[config.mk]
export PLATFORM = sky130hd
export DESIGN_NAME = pong_match_ctrl
export DESIGN_NICKNAME = d
export VERILOG_FILES = /design/src/rtl/pong_pkg.sv /design/src/rtl/bcd_score_counter.sv /design/src/rtl/pong_match_ctrl.sv
export SDC_FILE = /design/constraint.sdc
export NUM_CORES = 1
export LEC_CHECK = 0
export ABC_CLOCK_PERIOD_IN_PS = 2300
export BUFFER_PORTS_ARGS = -buffer_cell sky130_fd_sc_hd__buf_4
export CORE_MARGIN = 8
export CORE_UTILIZATION = 35
export CTS_CLUSTER_DIAMETER = 150
export DETAILED_ROUTE_END_ITERATION = 8
export SYNTH_ARGS = -nofsm -noshare
export SYNTH_HDL_FRONTEND = slang
export SYNTH_SLANG_ARGS = --single-unit
[constraint.sdc]
create_clock -name CLOCK_50 -period 2.3 [get_ports CLOCK_50]
set_input_delay 0.345 -clock CLOCK_50 [delete_from_list [all_inputs] [get_ports CLOCK_50]]
set_output_delay 0.345 -clock CLOCK_50 [all_outputs]
set_load 0.05 [all_outputs]
[src/rtl/pong_pkg.sv]
// Shared encodings for the Pong match sequencer: FSM states, winner codes,
// serve directions, and the BCD increment used by both score counters and the win check.
package pong_pkg;

  localparam logic [2:0] ST_IDLE  = 3'd0;
  localparam logic [2:0] ST_SERVE = 3'd1;
  localparam logic [2:0] ST_PLAY  = 3'd2;
  localparam logic [2:0] ST_PAUSE = 3'd3;
  localparam logic [2:0] ST_POINT = 3'd4;
  localparam logic [2:0] ST_OVER  = 3'd5;

  typedef enum logic [2:0] {
    IDLE  = ST_IDLE,
    SERVE = ST_SERVE,
    PLAY  = ST_PLAY,
    PAUSE = ST_PAUSE,
    POINT = ST_POINT,
    OVER  = ST_OVER
  } state_t;

  localparam logic [1:0] WIN_NONE = 2'b00;
  localparam logic [1:0] WIN_P1   = 2'b01;
  localparam logic [1:0] WIN_P2   = 2'b10;

  localparam logic SERVE_P1 = 1'b0;
  localparam logic SERVE_P2 = 1'b1;

  // Returns {tens, ones} after one point; 99 saturates so tens never pass 9.
  function automatic logic [7:0] bcd_inc(input logic [3:0] tens, input logic [3:0] ones);
    logic [7:0] r;
    if (ones == 4'd9) begin
      if (tens == 4'd9) r = {tens, ones};
      else              r = {tens + 4'd1, 4'd0};
    end else begin
      r = {tens, ones + 4'd1};
    end
    return r;
  endfunction

endpackage

[src/rtl/bcd_score_counter.sv]
// Two-digit BCD score register for one player; clear has priority over increment.
module bcd_score_counter
  import pong_pkg::*;
(
  input  logic       clock,
  input  logic       reset,
  input  logic       clr,
  input  logic       inc,
  output logic [3:0] ones,
  output logic [3:0] tens
);

  always_ff @(posedge clock or posedge reset) begin
    if (reset) begin
      ones <= 4'd0;
      tens <= 4'd0;
    end else if (clr) begin
      ones <= 4'd0;
      tens <= 4'd0;
    end else if (inc) begin
      {tens, ones} <= bcd_inc(tens, ones);
    end
  end

endmodule

[src/rtl/pong_match_ctrl.sv]
// Pong match sequencer: serve/point pauses, goal scoring, win detection and
// physics enables, all driven from the frame tick and debounced buttons.
module pong_match_ctrl
  import pong_pkg::*;
#(
  parameter int SERVE_TICKS = 100,
  parameter int POINT_TICKS = 50,
  parameter int WIN_SCORE   = 11,
  parameter int CNT_W       = 8
) (
  input  logic       CLOCK_50,
  input  logic       reset,
  input  logic       tick,
  input  logic       start,
  input  logic       pause,
  input  logic       goal_1,
  input  logic       goal_2,
  output logic       run_en,
  output logic       ball_reset,
  output logic       serve_dir,
  output logic [3:0] score_1_ones,
  output logic [3:0] score_1_tens,
  output logic [3:0] score_2_ones,
  output logic [3:0] score_2_tens,
  output logic [1:0] winner,
  output logic [2:0] state_dbg
);

  localparam logic [7:0] WIN_BCD = {4'(WIN_SCORE / 10), 4'(WIN_SCORE % 10)};

  state_t           state, state_next;
  logic [CNT_W-1:0] cnt, cnt_next;
  logic             serve_dir_next;
  logic [1:0]       winner_next;
  logic             start_q;
  logic             start_rise, tick_ok;
  logic             clr, inc_1, inc_2;
  logic [7:0]       score_1_next, score_2_next;

  assign start_rise   = start & ~start_q;
  assign tick_ok      = tick & ~pause;
  assign score_1_next = bcd_inc(score_1_tens, score_1_ones);
  assign score_2_next = bcd_inc(score_2_tens, score_2_ones);

  // start_q resets high so a button held through reset is not taken as a press.
  always_ff @(posedge CLOCK_50 or posedge reset) begin
    if (reset) begin
      state     <= IDLE;
      cnt       <= '0;
      serve_dir <= SERVE_P1;
      winner    <= WIN_NONE;
      start_q   <= 1'b1;
    end else begin
      state     <= state_next;
      cnt       <= cnt_next;
      serve_dir <= serve_dir_next;
      winner    <= winner_next;
      start_q   <= start;
    end
  end

  always_comb begin
    state_next     = state;
    cnt_next       = cnt;
    serve_dir_next = serve_dir;
    winner_next    = winner;
    clr            = 1'b0;
    inc_1          = 1'b0;
    inc_2          = 1'b0;
    case (state)
      IDLE: if (start_rise) begin
        clr            = 1'b1;
        serve_dir_next = SERVE_P1;
        cnt_next       = CNT_W'(SERVE_TICKS);
        state_next     = SERVE;
      end
      SERVE: begin
        if (cnt == '0)   state_next = PLAY;
        else if (tick_ok) cnt_next  = cnt - CNT_W'(1);
      end
      PLAY: begin
        if (pause) begin
          state_next = PAUSE;
        end else if (goal_1 ^ goal_2) begin
          if (goal_1) begin
            inc_2          = 1'b1;
            serve_dir_next = SERVE_P1;
          end else begin
            inc_1          = 1'b1;
            serve_dir_next = SERVE_P2;
          end
          if (goal_2 && score_1_next == WIN_BCD) begin
            winner_next = WIN_P1;
            state_next  = OVER;
          end else if (goal_1 && score_2_next == WIN_BCD) begin
            winner_next = WIN_P2;
            state_next  = OVER;
          end else begin
            cnt_next   = CNT_W'(POINT_TICKS);
            state_next = POINT;
          end
        end
      end
      PAUSE: if (!pause) state_next = PLAY;
      POINT: begin
        if (cnt == '0) begin
          cnt_next   = CNT_W'(SERVE_TICKS);
          state_next = SERVE;
        end else if (tick_ok) begin
          cnt_next = cnt - CNT_W'(1);
        end
      end
      OVER: if (start_rise) begin
        clr         = 1'b1;
        winner_next = WIN_NONE;
        cnt_next    = CNT_W'(SERVE_TICKS);
        state_next  = SERVE;
      end
      default: state_next = IDLE;
    endcase
  end

  assign run_en     = (state == PLAY);
  assign ball_reset = (state == IDLE) || (state == SERVE) || (state == OVER);
  assign state_dbg  = state;

  bcd_score_counter u_score_1 (
    .clock (CLOCK_50),
    .reset (reset),
    .clr   (clr),
    .inc   (inc_1),
    .ones  (score_1_ones),
    .tens  (score_1_tens)
  );

  bcd_score_counter u_score_2 (
    .clock (CLOCK_50),
    .reset (reset),
    .clr   (clr),
    .inc   (inc_2),
    .ones  (score_2_ones),
    .tens  (score_2_tens)
  );

endmodule
==> impl_metrics.py <==
metrics = {
    "run_status": {
        "outcome": "finished clean",
    },
    "routing": {
        "wl_mm": 6.12,
        "wl_met1_mm": 2.86,
        "wl_met2_mm": 2.98,
        "drtAntennaViolNets": 0,
        "top_layer": "met4",
        "first_iter_violations": 118,
        "wl_met3_um": 226,
        "vias_per_cell": 5.48,
        "vias": 2180,
        "drc": 0,
        "wl_per_cell_um": 15.4,
        "dr.pass1.iters": 5,
    },
    "job": {
        "drv_cap": 0,
    },
    "synthesis": {
        "synth_top_area_cell": "dfrtp_1",
        "synth.avg_cell_area_um2": 8.58,
        "ys.flop_type": "dfrtp_1",
        "ys_top_cells_by_area": "dfrtp_1 (32%), o21ai_0 (7.0%), ha_1 (5.9%), nand2_1 (5.4%), nand2b_1 (3.2%)",
        "syn_inst": 274,
        "syn_area_mm2": 0.00235,
        "synthArstFlopShare": 1.00,
        "yosysWarnings": 0,
        "post-synth-top-area-fraction": 0.319,
        "synth_cell_types": 66,
        "yosysSeqAreaShare": 0.330,
        "synth_edf_count": 0,
        "synth-seq-cells": 31,
        "syn-num-nets": 292,
    },
    "place": {
        "place_hpwl_mm": 4.56,
        "dp_worst_setup_slack_ns": 0.0512,
        "dp.cells": 390,
        "portBuffers": 30,
        "place_congestion": 0.900,
    },
    "floorplanning": {
        "start_util": 0.354,
        "io_pins": 31,
        "coreArea_mm2": 0.00664,
        "die_width_um": 98.0,
        "placementRows": 30,
        "dieArea_mm2": 0.00960,
        "die_h_um": 98.0,
    },
    "worst_setup_path": {
        "critPathRequiredTime_ns": 2.45,
        "end_kind": "flip-flop",
        "cp_data_arrival_time_ns": 2.35,
        "worstSetupPathType": "reg -> reg",
        "start_kind": "flip-flop",
        "rrSetupSlack_ns": 0.1,
        "cp_max_fo": 6,
    },
    "cts": {
        "h-tree-depth": 2,
        "clk_latency_ns": 0.28,
        "post-cts-setup-buffers": 0,
        "cts-hold-fix-buffers": 0,
        "worst_setup_hold_path_clk_slew_ns": 0.07,
        "cts_repair_resize_count": 0,
        "clock_sinks": 31,
        "cts_buffer_depth": 2,
        "cts_tree": "done",
        "cts_root_buffer": "clkbuf_8",
        "cts_buffers": 5,
    },
    "cells_and_area": {
        "final_common_cell": "buf_4",
        "drive_gt1_frac": 0.245,
        "seq_area_um2": 781,
        "nFillCells": 664,
        "final_cells": 398,
        "final_nets": 335,
        "synthToLayoutAreaGrowth_pct": 22.7,
        "final_cell_mix": "buf_4 (45), nand2_1 (34), o21ai_0 (32), dfrtp_1 (27), nor2_1 (16)",
        "multiInputGateArea_mm2": 0.00149,
        "diodes": 0,
    },
    "sta": {
        "fin_crit_sh": 0.957,
        "worstMarginPinSlew_ns": 0.497,
        "timing.setup.tns_ns": 0,
        "finalCriticalPeriod_ns": 2.20,
        "final_hold_viol_count": 0,
        "worst_slack_ns": 0.0978,
        "drv_slew": 0,
        "fmax_ghz": 0.454,
        "setup_viol": 0,
        "whs_ns": 0.144,
        "clock_skew_ns": 0.00583,
        "slew_headroom": 0.667,
        "rsz0062_at_grt": "yes",
    },
    "global_route": {
        "grt.overflow.total": 0,
        "antenna_found_initial": 0,
        "grt_start_max_net_pins": 32,
        "first_global_vias": 2232,
        "grt_usage": 0.133,
        "grt_first_pass_wirelength_mm": 10.6,
    },
    "min_path": {
        "hold_class": "in -> async",
    },
    "power": {
        "finalPower_w": 0.00261,
        "power_density_mw_per_mm2": 906,
        "total_leakage_power_nw": 1.33,
        "vdd_drop_max_uv": 294,
    },
}
## synth_stat cells (5+ instances only)
library cell	instances
ha_1	11
nand3_1	8
nand2b_1	12
nor2b_1	6
buf_2	5
inv_1	13
nor3_1	5
o21ai_0	33
dfrtp_1	30
o21ai_1	5
nor3b_1	5
a21oi_1	8
nand2_1	34
nor2_1	16
## per-layer routing
metal	track usage	up-vias
li1	-	1093
met1	0.159	1048
met2	0.228	35
met3	0.0327	4
met4	0.0432	0
met5	0	-
## final cells by class
class                      instances  area share
clock inverter                     2      0.0121
timing repair buffer              45       0.117
multi-input combinational        220       0.518
inverter                          14      0.0191
sequential                        31       0.271
clock buffer                       6      0.0286
tap                               80      0.0347
## worst max-delay path: stages (launching register included)
cell	delay (ns)
dfrtp_2	0.43
inv_1	0.11
ha_4	0.15
and3b_1	0.19
and4_1	0.20
o21ai_1	0.08
or4_4	0.56
nor3b_4	0.20
a2bb2oi_1	0.16
## cell families after synthesis
logic type / count (synthesis) / share of synthesized area
compound gates: 84 / 0.244
xor+xnor: 5 / 0.0186
fa+ha+maj: 11 / 0.0585
buf+inv: 23 / 0.0420
flops: 31 / 0.330
mux: 2 / 0.00905
simple gates: 118 / 0.297
## through the flow
| stage | instance area, um^2 | utilization |
|---|---|---|
| 2_1_floorplan | 2350 | - |
| 3_3_place_gp | 2750 | 0.414 |
| 5_1_grt | 2880 | 0.434 |
| 4_1_cts | 2870 | 0.431 |
| 6_report | 2880 | 0.434 |
| 3_5_place_dp | 2750 | 0.414 |
## report_power, final
part,internal [W],switching [W]
Combinational,0.000506,0.000804
Clock,0.000351,0.000218
Sequential,0.000638,0.0000947
## flip-flops by register name (all words and copies together), names as in the netlist
register and flops:
start_q 1, winner 2, state_dbg 3, cnt 8
u_score_1.tens 4, u_score_2.ones 4, u_score_1.ones 4, u_score_2.tens 4
serve_dir 1
## worst paths after layout
check                                  startpoint           endpoint  depth (start not counted)
worst min register to register             cnt[5]             cnt[5]                          2
worst min-delay path                        reset  u_score_2.tens[0]                          3
max in group asynchronous                   reset            start_q                          3
worst max register to register  u_score_1.ones[1]             cnt[4]                          8
min in group CLOCK_50                       start            start_q                          1
worst max-delay path            u_score_1.ones[1]             cnt[4]                          8
No activity file was read; power rests on OpenSTA's default activity.
